===== src/rtl/fetch_stage_pkg.sv =====
// Shared constants and state encoding for the instruction-fetch stage.
package fetch_stage_pkg;

    localparam int                 WORD_WIDTH   = 32;
    localparam logic [WORD_WIDTH-1:0] RESET_PC_DEF = 32'h0000_0000;
    localparam int                 PC_STEP_DEF  = 4;

    typedef enum logic [1:0] {
        FETCH_S = 2'd0,
        WAIT_S  = 2'd1,
        DRAIN_S = 2'd2,
        HOLD_S  = 2'd3
    } fetch_state_e;

endpackage


===== src/rtl/fetch_stage_if.sv =====
// Instruction-memory request/response bus: req/gnt request phase, rvalid response phase.
interface fetch_stage_if #(
    parameter int W = fetch_stage_pkg::WORD_WIDTH
);
    logic         req;
    logic [W-1:0] addr;
    logic         gnt;
    logic         rvalid;
    logic [W-1:0] rdata;

    modport master (output req, output addr, input gnt, input rvalid, input rdata);
    modport slave  (input req, input addr, output gnt, output rvalid, output rdata);
endinterface


===== src/rtl/fetch_stage_pc_gen.sv =====
// Program counter register with sequential increment (wrapping) and branch redirect.
module fetch_pc_gen
    import fetch_stage_pkg::*;
#(
    parameter int                     W        = WORD_WIDTH,
    parameter logic [WORD_WIDTH-1:0]  RESET_PC = RESET_PC_DEF,
    parameter int                     PC_STEP  = PC_STEP_DEF
) (
    input  logic         clk,
    input  logic         rst,
    input  logic         redirect,
    input  logic [W-1:0] redirect_addr,
    input  logic         advance,
    output logic [W-1:0] pc_q,
    output logic [W-1:0] pc_inc
);

    assign pc_inc = pc_q + W'(PC_STEP);

    always_ff @(posedge clk or negedge rst) begin
        if (!rst) begin
            pc_q <= W'(RESET_PC);
        end else if (redirect) begin
            pc_q <= redirect_addr;
        end else if (advance) begin
            pc_q <= pc_inc;
        end
    end

endmodule


===== src/rtl/fetch_stage.sv =====
// Instruction-fetch stage: request FSM, 1-entry skid buffer and IF/ID register.
// Optional performance counters are enabled with FETCH_PERF_CNT_EN.
module fetch_stage
    import fetch_stage_pkg::*;
#(
    parameter int                     WORD_WIDTH_P = WORD_WIDTH,
    parameter logic [WORD_WIDTH-1:0]  RESET_PC     = RESET_PC_DEF,
    parameter int                     PC_STEP      = PC_STEP_DEF
) (
    input  logic                    clk,
    input  logic                    rst,
    input  logic                    Freeze,
    input  logic                    Branch_taken,
    input  logic [WORD_WIDTH_P-1:0] Branch_Address,
    fetch_stage_if.master           imem,
    output logic [WORD_WIDTH_P-1:0] PC_out,
    output logic [WORD_WIDTH_P-1:0] instruction_out,
    output logic                    valid_out
`ifdef FETCH_PERF_CNT_EN
    ,
    output logic [31:0]             fetch_count,
    output logic [15:0]             flush_count
`endif
);

    fetch_state_e            state_q, state_d;
    logic [WORD_WIDTH_P-1:0] pc_q, pc_inc;
    logic                    skid_valid;
    logic [WORD_WIDTH_P-1:0] skid_pc, skid_instr;
    logic                    load_rsp, load_skid, drain_skid, advance;

    fetch_pc_gen #(
        .W        (WORD_WIDTH_P),
        .RESET_PC (RESET_PC),
        .PC_STEP  (PC_STEP)
    ) u_pc_gen (
        .clk           (clk),
        .rst           (rst),
        .redirect      (Branch_taken),
        .redirect_addr (Branch_Address),
        .advance       (advance),
        .pc_q          (pc_q),
        .pc_inc        (pc_inc)
    );

    always_ff @(posedge clk or negedge rst) begin
        if (!rst) begin
            state_q <= FETCH_S;
        end else begin
            state_q <= state_d;
        end
    end

    always_comb begin
        state_d = state_q;
        if (Branch_taken) begin
            unique case (state_q)
                WAIT_S:  state_d = imem.rvalid ? FETCH_S : DRAIN_S;
                FETCH_S: state_d = imem.gnt ? DRAIN_S : FETCH_S;
                // A response is still owed in DRAIN; keep discarding so only one request is ever in flight.
                DRAIN_S: state_d = imem.rvalid ? FETCH_S : DRAIN_S;
                default: state_d = FETCH_S;
            endcase
        end else begin
            unique case (state_q)
                FETCH_S: if (imem.gnt)    state_d = WAIT_S;
                WAIT_S:  if (imem.rvalid) state_d = Freeze ? HOLD_S : FETCH_S;
                DRAIN_S: if (imem.rvalid) state_d = FETCH_S;
                HOLD_S:  if (!Freeze)     state_d = FETCH_S;
                default: state_d = FETCH_S;
            endcase
        end
    end

    always_comb begin
        imem.req   = rst && (state_q == FETCH_S);
        imem.addr  = pc_q;
        load_rsp   = 1'b0;
        load_skid  = 1'b0;
        drain_skid = 1'b0;
        if (!Branch_taken) begin
            load_rsp   = (state_q == WAIT_S) && imem.rvalid && !Freeze;
            load_skid  = (state_q == WAIT_S) && imem.rvalid && Freeze;
            drain_skid = (state_q == HOLD_S) && skid_valid && !Freeze;
        end
        advance = load_rsp || drain_skid;
    end

    always_ff @(posedge clk or negedge rst) begin
        if (!rst) begin
            skid_valid <= 1'b0;
            skid_pc    <= '0;
            skid_instr <= '0;
        end else if (Branch_taken || drain_skid) begin
            skid_valid <= 1'b0;
        end else if (load_skid) begin
            skid_valid <= 1'b1;
            skid_pc    <= pc_inc;
            skid_instr <= imem.rdata;
        end
    end

    always_ff @(posedge clk or negedge rst) begin
        if (!rst) begin
            PC_out          <= '0;
            instruction_out <= '0;
            valid_out       <= 1'b0;
        end else if (Branch_taken) begin
            PC_out          <= '0;
            instruction_out <= '0;
            valid_out       <= 1'b0;
        end else if (load_rsp) begin
            PC_out          <= pc_inc;
            instruction_out <= imem.rdata;
            valid_out       <= 1'b1;
        end else if (drain_skid) begin
            PC_out          <= skid_pc;
            instruction_out <= skid_instr;
            valid_out       <= 1'b1;
        end
    end

`ifdef FETCH_PERF_CNT_EN
    always_ff @(posedge clk or negedge rst) begin
        if (!rst) begin
            fetch_count <= '0;
            flush_count <= '0;
        end else begin
            if (advance && (fetch_count != '1)) fetch_count <= fetch_count + 32'd1;
            if (Branch_taken && (flush_count != '1)) flush_count <= flush_count + 16'd1;
        end
    end
`endif

endmodule


===== src/flat_wrapper.sv =====
// flat-port wrapper written by rule: the top's interface ports become plain ports
module fetch_stage_flat import fetch_stage_pkg::*;
#(
    parameter int                     WORD_WIDTH_P = WORD_WIDTH,
    parameter logic [WORD_WIDTH-1:0]  RESET_PC     = RESET_PC_DEF,
    parameter int                     PC_STEP      = PC_STEP_DEF
)
  (clk, rst, Freeze, Branch_taken, Branch_Address, PC_out, instruction_out, valid_out, imem_req, imem_addr, imem_gnt, imem_rvalid, imem_rdata);
  fetch_stage_if #(.W(32)) imem_i ();
  input  logic clk;
  input  logic rst;
  input  logic Freeze;
  input  logic Branch_taken;
  input  logic [WORD_WIDTH_P-1:0] Branch_Address;
  output logic [WORD_WIDTH_P-1:0] PC_out;
  output logic [WORD_WIDTH_P-1:0] instruction_out;
  output logic valid_out;
  output wire logic [$bits(imem_i.req)-1:0] imem_req;
  output wire logic [$bits(imem_i.addr)-1:0] imem_addr;
  input wire logic [$bits(imem_i.gnt)-1:0] imem_gnt;
  input wire logic [$bits(imem_i.rvalid)-1:0] imem_rvalid;
  input wire logic [$bits(imem_i.rdata)-1:0] imem_rdata;
  assign imem_req = imem_i.req;
  assign imem_addr = imem_i.addr;
  assign imem_i.gnt = imem_gnt;
  assign imem_i.rvalid = imem_rvalid;
  assign imem_i.rdata = imem_rdata;
  fetch_stage #(.WORD_WIDTH_P(WORD_WIDTH_P), .RESET_PC(RESET_PC), .PC_STEP(PC_STEP)) u_core (.clk(clk), .rst(rst), .Freeze(Freeze), .Branch_taken(Branch_taken), .Branch_Address(Branch_Address), .imem(imem_i), .PC_out(PC_out), .instruction_out(instruction_out), .valid_out(valid_out));
endmodule

===== config.mk =====
export PLATFORM = sky130hd
export DESIGN_NAME = fetch_stage_flat
export DESIGN_NICKNAME = d
export VERILOG_FILES = /design/src/rtl/fetch_stage_pkg.sv /design/src/rtl/fetch_stage_if.sv /design/src/rtl/fetch_stage_pc_gen.sv /design/src/rtl/fetch_stage.sv /design/src/flat_wrapper.sv
export SDC_FILE = /design/constraint.sdc
export NUM_CORES = 1
export LEC_CHECK = 0
export CAP_MARGIN = 5
export CORE_MARGIN = 3
export CORE_UTILIZATION = 35
export CTS_BUF_LIST = sky130_fd_sc_hd__clkbuf_2 sky130_fd_sc_hd__clkbuf_4 sky130_fd_sc_hd__clkbuf_8
export DETAILED_ROUTE_END_ITERATION = 7
export GPL_TIMING_DRIVEN = 0
export PLACE_DENSITY = 0.71
export SLEW_MARGIN = 30
export SYNTH_ARGS = -nofsm -noshare
export SYNTH_HDL_FRONTEND = slang
export SYNTH_SLANG_ARGS = --single-unit

===== constraint.sdc =====
create_clock -name clk -period 2.11 [get_ports clk]
set_clock_uncertainty 0.15 [all_clocks]
set_input_delay 0.3165 -clock clk [delete_from_list [all_inputs] [get_ports clk]]
set_output_delay 0.3165 -clock clk [all_outputs]
set_load 0.05 [all_outputs]

==> out/metrics.cfg, run 1 <==
[global_route]
grt_use_met1=0.2671
met3_usage=0.04438
grt-busiest-layer=met2
grt_first_pass_wirelength_um=37110
grt_max_degree=73
grt_use_total=0.1947
grt_pass1_vias=6640
antenna_found_initial=2
grtUsageMet2=0.2996
grt_overflow=0

[clock_tree]
cts_tree=done
clkLatencyLatePin_ps=450
cts_sinks=164
cts_buffers=17
cts_buffer_depth=2
cts_hold_buf=3
htreeDepth=4
clkTransAtPathRegs_ps=90
clockRootBuffer=clkbuf_8

[finish]
stdcell_count=1279
post-route-util=0.4907
design_area_mm2=0.01074
syn2layout_area_growth_pct=37.12
drive_gt1_frac=0.2012
n_antenna_cell=0
nNetsFinal=1062

[detailed_routing]
ant_nets=0
drc=0
avgRoutedWirePerCell_um=18.65
via_per_inst=5.262
vias=6730
drtIter0Drc=582
wirelength_um=23860
first_pass_iters=5

[yosys]
ys_types=54
avgSynthCellArea_um2=10.04
yosysSeqAreaShare=0.5239
async_reset_ff_frac=1.000
synth_flop_cell=dfrtp_1
synth_edf_count=0
yosysTopAreaCellShare=0.5239
synth.area.top_cells=dfrtp_1 52%, nand2_1 7.4%, mux2_2 5.3%
synth.cell_area_mm2=0.007834
ys_ff_latch=164
yosys.area.top_type=dfrtp_1
synth_nets=856
synth_warnings=0
syn_inst=780

[floorplan]
io-pin-count=168
coreArea_mm2=0.02189
initial_core_util=0.3579
die_area_mm2=0.02421
num_rows=54
die_x_um=155.6
die_y_um=155.6

[place]
gp_congestion=0.8908
place_hpwl_um=16940
dpl_cell_area_mm2=0.009941
dp.cells=1228
portBuffers=166

[outcome]
violations=negative hold slack
status=finished, violations left

[setup_path]
required_ps=2280
critical_path_class=flop to flop
arrival_ps=2210
worstPathCellList=inv_2 -> ha_4 -> nand2_2 -> or3_4 -> clkbuf_4 -> buf_4 -> nand2_1 -> a311oi_2
startpoint_type=flop
critical_path.endpoint_type=flop
crit_path_max_incr_delay_ps=420
path_max_fanout=10
path_buf_inv=3
crit_path_top_delay_cell=dfrtp_1
cpLargestDelayFamily=simple AND/OR/NAND/NOR gates

[sta]
timing.final.crit_period_ps=2039
slew_headroom=0.5656
hold_viol_final=78
tightest_slew_ps=651.6
period_share=0.9661
finalMaxSlewViolations=0
rsz0062_at_grt=true
finalSetupViolCount=0
whs_ps=-110.2
fmax_mhz=490.6
fin_tns_setup_ps=0

[pwr]
leakage_nw=4.787
finalPower_mw=10.14
max-vdd-ir-drop_uv=467.6
power_density_mw_per_mm2=943.9

[hold_path]
min_path_type=input port to async pin

[job]
max_cap_violations=0

[cell usage in the layout (no fill, tap or decap), types with 13 or more instances in the layout]
cell | netlist | routed
dfrtp_2 | 0 | 23
xnor2_1 | 19 | 19
nor2_1 | 52 | 50
xor2_1 | 35 | 32
buf_4 | 2 | 26
nand4_1 | 13 | 13
mux2_2 | 37 | 37
dfrtp_1 | 164 | 141
o21ai_0 | 67 | 61
clkbuf_1 | 36 | 15
clkdlybuf4s50_1 | 0 | 67
a311oi_1 | 37 | 32
a22oi_1 | 18 | 17
clkbuf_8 | 2 | 21
dlygate4sd2_1 | 0 | 96
nand2_1 | 154 | 153
o21ai_1 | 15 | 21
nand3_1 | 22 | 21
[worst min-delay path: stages]
cell and delay, ps:
buf_8 90, buf_12 100, buf_12 100, buf_16 290
[cells in the mapped netlist (9+ instances only)]
| library cell | n |
|---|---|
| nand4_1 | 13 |
| o21ai_1 | 15 |
| a311oi_1 | 37 |
| nand3_1 | 22 |
| a21oi_1 | 9 |
| xor2_1 | 35 |
| a22oi_1 | 18 |
| nand2_1 | 154 |
| mux2_2 | 37 |
| nor2_1 | 52 |
| dfrtp_1 | 164 |
| o21ai_0 | 67 |
| xnor2_1 | 19 |
| buf_2 | 10 |
| clkbuf_1 | 36 |
[kinds of logic after synthesis]
family,share of synthesized area
compound gates,0.1396
buf+inv,0.04376
xor+xnor,0.06037
mux,0.05446
flops,0.5239
fa+ha+maj,0.009583
simple gates,0.1683
[metal layers]
| layer | share of wire | wire length (um) |
|---|---|---|
| met5 | 0.0011 | 27 |
| met4 | 0.034 | 814 |
| met3 | 0.055 | 1314 |
| met2 | 0.47 | 11140 |
| met1 | 0.44 | 10560 |
[through the flow]
| stage | hold WS [ps] | worst slack [ps] |
|---|---|---|
| floorplan | -129.1 | 14.69 |
| global placement | 307.3 | -7018 |
| detailed placement | 24.18 | -951.7 |
| CTS | -111.5 | 2.480 |
| global route | -98.54 | -13.45 |
| finish | -110.2 | 71.50 |
[layout make-up]
| type | count | area, um^2 |
|---|---|---|
| Buffer | 59 | 411.6 |
| Clock buffer | 17 | 234.0 |
| Clock inverter | 15 | 240.2 |
| Fill cell | 2047 | 11150 |
| Inverter | 9 | 36.28 |
| Multi-Input combinational cell | 546 | 3537 |
| Sequential cell | 164 | 4133 |
| Tap cell | 280 | 350.3 |
| Timing Repair Buffer | 189 | 1799 |
[state kept, by name, summed over array words and instances, names as in the netlist]
register,flops
u_core.PC_out,32
u_core.instruction_out,32
u_core.skid_instr,32
u_core.skid_pc,32
u_core.u_pc_gen.pc_q,32
u_core.state_q,2
u_core.skid_valid,1
u_core.valid_out,1
[worst paths after layout]
check                             startpoint                         end  slack, ps  cells past startpoint
min                                      rst    u_core.u_pc_gen.pc_q[23]       -110                      4
max reg2reg                u_core.state_q[1]  u_core.instruction_out[11]         70                      8
min in group clk           Branch_Address[5]     u_core.u_pc_gen.pc_q[5]        260                      3
max in group asynchronous                rst           u_core.skid_pc[4]       1220                      5
max                        u_core.state_q[1]  u_core.instruction_out[11]         70                      8
min reg2reg                u_core.skid_pc[7]           u_core.skid_pc[7]        330                      2
[where the power goes]
| part | switching (mW) | leakage (nW) | internal [mW] |
|---|---|---|---|
| Sequential | 0.489 | 2.11 | 3.91 |
| Combinational | 1.85 | 2.44 | 1.16 |
| Clock | 1.28 | 0.237 | 1.45 |
[repair_timing]
action,4_1_cts,5_1_grt
pin swaps,5,5
cloned,1,0
endpoints found under the hold margin,92,68
buffers inserted,12,5
resized for setup,158,44
endpoints found under the setup margin,248,140
No activity file was read; power rests on OpenSTA's default activity.
==> inputs of run 2 (changes only) <==
PLACE_DENSITY = 0.69   (was 0.71)
clock period = 1.9 ns   (was 2.11 ns; I/O delays follow)
==> out/metrics.cfg, run 2 (same netlist as run 1, synthesis figures left out) <==
[setup_path]
reg2reg_depth=8  ; unchanged
arrival_ps=2380  ; +170 ps
cpLargestDelayFamily=buffers and inverters
r2r_end=u_core.instruction_out[13]
path_common_cell=clkbuf_16
worstReg2RegStart=u_core.state_q[0]
startpoint_type=flop
crit_path_max_incr_delay_ps=470  ; +50 ps
path_buf_inv=4  ; +1
crit_path_top_delay_cell=dfrtp_2
critical_path.endpoint_type=flop
critical_path_class=flop to flop
r2r_slack_ps=-280  ; -350 ps
worstPathCellList=ha_4 -> a22oi_2 -> nor2_4 -> buf_12 -> buf_8 -> clkbuf_16 -> clkbuf_16 -> a311oi_1
required_ps=2100  ; -180 ps
path_max_fanout=8  ; -2

[place]
portBuffers=166  ; unchanged
place_hpwl_um=16950  ; about the same
gp_congestion=0.8506  ; -4.5%
dp.cells=1227  ; -0.081%

[detailed_routing]
wirelength_um=28990  ; +22%
first_pass_iters=5  ; unchanged
drc=0  ; unchanged
avgRoutedWirePerCell_um=21.49  ; +15%
drtIter0Drc=688  ; +18%
vias=7516  ; +12%
via_per_inst=5.572  ; +5.9%
ant_nets=0  ; unchanged

[pwr]
leakage_nw=5.575  ; +16%
power_density_mw_per_mm2=927.8  ; -1.7%
max-vdd-ir-drop_uv=481.2  ; +2.9%

[clock_tree]
cts_sinks=164  ; unchanged
cts_tree=done
clockRootBuffer=clkbuf_8
cts_buffer_depth=2  ; unchanged
clkTransAtPathRegs_ps=100  ; about the same
htreeDepth=4  ; unchanged
cts_buffers=17  ; unchanged
clkLatencyLatePin_ps=460  ; about the same

[floorplan]
initial_core_util=0.3579  ; unchanged
die_y_um=155.6  ; unchanged
io-pin-count=168  ; unchanged
die_area_mm2=0.02421  ; unchanged
coreArea_mm2=0.02189  ; unchanged
num_rows=54  ; unchanged
die_x_um=155.6  ; unchanged

[global_route]
antenna_found_initial=0  ; -2
grt_use_total=0.2117  ; +0.01697
grt_overflow=0  ; unchanged
grt_pass1_vias=7128  ; +7.3%
grt_first_pass_wirelength_um=40050  ; +7.9%
grt_max_degree=84  ; +15%

[sta]
tightest_slew_ps=767.1  ; +115.5 ps
rsz0062_at_grt=true
finalSetupViolCount=109  ; +109
hold_viol_final=123  ; +58%
timing.final.crit_period_ps=2181  ; +142.1 ps
whs_ps=-432.4  ; -322.2 ps
fmax_mhz=458.6  ; -6.5%
slew_headroom=0.4886  ; -0.07701
period_share=1.148  ; +0.1816
finalMaxSlewViolations=0  ; unchanged
setup_slack_ps=-280.6  ; -352.1 ps

[finish]
n_antenna_cell=0  ; unchanged
syn2layout_area_growth_pct=62.91
final_cell_mix=138 x dfrtp_1, 132 x nand2_1, 72 x dlygate4sd2_1, 66 x clkdlybuf4s50_1, 64 x o21ai_1
final_common_cell=dfrtp_1
post-route-util=0.5830  ; +0.09231
nNetsFinal=1133  ; +6.7%
fill_cells=1689  ; -17%
drive_gt1_frac=0.4210  ; +0.2198
stdcell_count=1349  ; +5.5%

[outcome]
violations=negative hold slack, negative setup slack
status=finished, violations left

[job]
max_cap_violations=0  ; unchanged

[hold_path]
min_path_type=input port to async pin

[run 2: where the power goes]
group | total [mW] | internal, mW | switching, mW
clock network | 2.44 | 1.04 | 1.40
registers | 5.01 | 4.35 | 0.655
logic | 4.39 | 1.87 | 2.52
[run 2: worst max path at each step]
stage | start | end | slack (ps) | cells past startpoint
finish | u_core.state_q[0] | u_core.instruction_out[13] | -280 | 8
global route | u_core.state_q[1] | u_core.instruction_out[13] | -360 | 9
CTS | u_core.state_q[1] | u_core.instruction_out[18] | -160 | 9
detailed placement | Branch_taken | u_core.skid_instr[27] | -1140 | 6
global placement | rst | u_core.u_pc_gen.pc_q[2] | -7760 | 1
floorplan | u_core.u_pc_gen.pc_q[23] | u_core.u_pc_gen.pc_q[29] | -150 | 6
[run 2: area by class of cell]
type	count	area [um^2]	area share
Clock buffer	17	234.0	0.01833
Timing Repair Buffer	264	2691	0.2109
Clock inverter	14	126.4	0.009902
Buffer	54	638.1	0.05000
Multi-Input combinational cell	547	4539	0.3557
Inverter	9	43.79	0.003431
Tap cell	280	350.3	0.02745
Sequential cell	164	4139	0.3243
[run 2: repair_timing]
action / in CTS / in global routing
endpoints found under the hold margin: 82 / 82
pin swaps: 64 / 63
gates resized for setup: 400 / 162
setup endpoints to repair: 256 / 156
setup buffers: 41 / 45
gates cloned: 12 / 4
[run 2: worst reg2reg max path: cells and delay by family, from the launching register on]
family                   cells  cell delay, ps
AO/OA/AOI/OAI                2             520
adder cells (fa/ha/maj)      1             200
buffers and inverters        4             660
flip-flops                   1             470
AND/OR/NAND/NOR              1              80
[run 2: through the flow]
stage	instance area (um^2)	setup WS, ps	setup TNS, ps	power (mW)
2_1_floorplan	8005	-152.1	-2814	7.089
3_3_place_gp	10020	-7765	-1217170	8.200
3_5_place_dp	10050	-1139	-122720	8.310
4_1_cts	11880	-158.7	-6247	11.28
5_1_grt	12760	-355.6	-19670	12.37
6_report	12760	-280.6	-12760	11.84
[run 2: per-layer routing]
metal | vias to the layer above | part of all wire | GRT usage
li1 | 3303 | - | -
met1 | 3742 | 0.39 | 0.2712
met2 | 370 | 0.49 | 0.3526
met3 | 101 | 0.071 | 0.05492
met4 | 0 | 0.042 | 0.06836
met5 | - | 0 | 0
==> inputs of run 3 (changes only) <==
ABC_AREA = 1   (was default)
PLACE_DENSITY = 0.68   (was 0.69)
==> out/metrics.cfg, run 3 <==
[hold_path]
min_path_type=input port to async pin

[place]
portBuffers=167  ; +0.60%
dp.cells=1569  ; +28%
post-place-ws_ps=-631.8  ; +507.3 ps
gp_congestion=0.9233  ; +8.5%
dpl_cell_area_mm2=0.01027  ; +2.2%
place_hpwl_um=19020  ; +12%

[pwr]
power_density_mw_per_mm2=1185  ; +28%
leakage_nw=5.728  ; +2.7%
finalPower_mw=13.77  ; +16%
max-vdd-ir-drop_uv=518.0  ; +7.6%

[yosys]
synth_nets=1163  ; +36%
synth_warnings=0  ; unchanged
syn_inst=1087  ; +39%
ys_top_cells_by_count=440 x nand2_1, 164 x dfrtp_1, 146 x nor2_1, 71 x o21ai_0, 59 x inv_1
ys_types=31  ; -43%
yosysMostFrequentCell=nand2_1
avgSynthCellArea_um2=7.488  ; -25%
synth.cell_area_mm2=0.008139  ; +3.9%
yosysTopAreaCellShare=0.5042  ; -0.01965
async_reset_ff_frac=1.000  ; unchanged
ys_ff_latch=164  ; unchanged
yosysSeqAreaShare=0.5042  ; -0.01965
synth_edf_count=0  ; unchanged
synth.area.top_cells=dfrtp_1 50%, nand2_1 20%, nor2_1 6.7%
synth_flop_cell=dfrtp_1
yosys.area.top_type=dfrtp_1

[setup_path]
critical_path_class=flop to flop
reg2reg_depth=11  ; +3
path_buf_inv=2  ; -2
required_ps=2090  ; about the same
path_common_cell=nand2_4
critical_path.endpoint_type=flop
crit_path_max_incr_delay_ps=470  ; about the same
startpoint_type=flop
crit_path_top_delay_cell=dfrtp_2
cp_num_cells=11  ; +3
path_max_fanout=7  ; -1
worstPathCellList=ha_4 -> nand2_4 -> nor2_4 -> nand2_4 -> nand3_4 -> buf_12 -> nand2_4 -> clkbuf_16 -> nand2_2 -> nand2_1 -> o21ai_0
cpLargestDelayFamily=simple AND/OR/NAND/NOR gates
arrival_ps=2130  ; -250 ps

[sta]
hold_viol_final=123  ; unchanged
timing.final.crit_period_ps=1939  ; -241.5 ps
slew_headroom=0.6256  ; +0.1370
fmax_mhz=515.7  ; +12%
setup_slack_ps=-39.13  ; +241.5 ps
rsz0062_at_grt=true
finalMaxSlewViolations=0  ; unchanged
tightest_slew_ps=563.9  ; -203.2 ps
finalSetupViolCount=11  ; -90%
period_share=1.021  ; -0.1271
fin_tns_setup_ps=-198.4  ; +12560 ps
whs_ps=-153.4  ; +279.0 ps

[global_route]
grt_pass1_vias=7555  ; +6.0%
grt_max_degree=70  ; -17%
antenna_found_initial=0  ; unchanged
grt_first_pass_wirelength_um=41370  ; +3.3%
grt_overflow=0  ; unchanged
grt_use_total=0.2134  ; +0.001731

[detailed_routing]
via_per_inst=4.924  ; -12%
avgRoutedWirePerCell_um=16.73  ; -22%
drtIter0Drc=583  ; -15%
first_pass_iters=5  ; unchanged
ant_nets=0  ; unchanged
vias=8041  ; +7.0%
wirelength_um=27320  ; -5.8%
drc=0  ; unchanged

[clock_tree]
htreeDepth=4  ; unchanged
cts_buffers=17  ; unchanged
clkTransAtPathRegs_ps=90  ; about the same
cts_sinks=164  ; unchanged
clkLatencyLatePin_ps=450  ; about the same
clockRootBuffer=clkbuf_8
cts_tree=done
cts_buffer_depth=2  ; unchanged

[floorplan]
initial_core_util=0.3573  ; -0.0005338
coreArea_mm2=0.02278  ; +4.1%
die_y_um=158.5  ; +1.9%
num_rows=55  ; +1.9%
die_area_mm2=0.02512  ; +3.7%
io-pin-count=168  ; unchanged
die_x_um=158.5  ; +1.9%

[finish]
final_cell_mix=417 x nand2_1, 156 x dfrtp_1, 122 x nor2_1, 68 x clkdlybuf4s50_1, 65 x dlygate4sd2_1
n_antenna_cell=0  ; unchanged
post-route-util=0.5101  ; -0.07286
stdcell_count=1633  ; +21%
design_area_mm2=0.01162  ; -9.0%
drive_gt1_frac=0.1833  ; -0.2376
syn2layout_area_growth_pct=42.77
final_common_cell=nand2_1
nNetsFinal=1383  ; +22%

[job]
max_cap_violations=0  ; unchanged

[outcome]
violations=negative hold slack, negative setup slack
status=finished, violations left

-- run 3: cell count changes after synthesis, sizes merged, moves of 15 or more --
cell | previous run | this run
nand2 | 155 | 442
nor2 | 53 | 148
inv | 8 | 64
a311oi | 37 | 0
mux2 | 37 | 0
nand3 | 23 | 59
o31ai | 0 | 30
xor2 | 35 | 5
clkbuf | 39 | 16
xnor2 | 19 | 1
a22oi | 18 | 1
buf | 22 | 37
-- run 3: report_power, final --
part | leakage (nW) | internal [mW] | switching [mW] | total (mW)
sequential | 2.07 | 4.64 | 0.748 | 5.39
clock | 0.199 | 1.26 | 1.40 | 2.66
combinational | 3.46 | 1.87 | 3.86 | 5.73
total | 5.73 | 7.77 | 6.01 | 13.8
-- run 3: final timing paths --
| kind | start | endpoint | slack [ps] |
|---|---|---|---|
| setup / recovery | u_core.state_q[0] | u_core.u_pc_gen.pc_q[15] | -40 |
| hold / removal | rst | u_core.PC_out[25] | -150 |
| setup reg to reg | u_core.state_q[0] | u_core.u_pc_gen.pc_q[15] | -40 |
| hold reg to reg | u_core.PC_out[13] | u_core.PC_out[13] | 330 |
| max in group asynchronous | rst | u_core.u_pc_gen.pc_q[4] | 800 |
| min in group clk | imem_rdata[21] | u_core.skid_instr[21] | 230 |
-- run 3: final cells by class --
type / instances / area (um^2)
Buffer: 52 / 471.7
Clock buffer: 20 / 262.8
Clock inverter: 12 / 146.4
Fill cell: 2224 / 11160
Inverter: 64 / 252.7
Multi-Input combinational cell: 808 / 3901
Sequential cell: 164 / 4114
Tap cell: 313 / 391.6
Timing Repair Buffer: 199 / 2059
Timing Repair inverter: 1 / 20.02
-- run 3: kinds of logic after synthesis --
family	count (synthesis)	synth area share
AO/OA/AOI/OAI	139	0.1012
XOR/XNOR	6	0.006457
buffers and inverters	117	0.06088
AND/OR/NAND/NOR	655	0.3181
adder cells (fa/ha/maj)	6	0.009223
flip-flops	164	0.5042
-- run 3: per-layer routing --
layer  part of all wire  GRT usage  routed length, um
met5                  0          0                  0
met4              0.020    0.06800                542
met3              0.078    0.05382               2139
met1               0.44     0.2928              11890
met2               0.47     0.3332              12750
-- run 3: worst reg2reg max path, stage by stage (launching register included) --
cell and delay [ps]:
dfrtp_2 470, ha_4 190, nand2_4 80, nor2_4 40, nand2_4 120, nand3_4 90
buf_12 160, nand2_4 160, clkbuf_16 180, nand2_2 60, nand2_1 60, o21ai_0 60
-- run 3: timing repair --
item / in CTS / in global routing
pin swaps: 4 / 30
resized for setup: 224 / 158
hold buffers: 2 / 3
buffers inserted: 13 / 6
hold endpoints to repair: 164 / 41
cloned: 3 / 6
endpoints found under the setup margin: 258 / 164
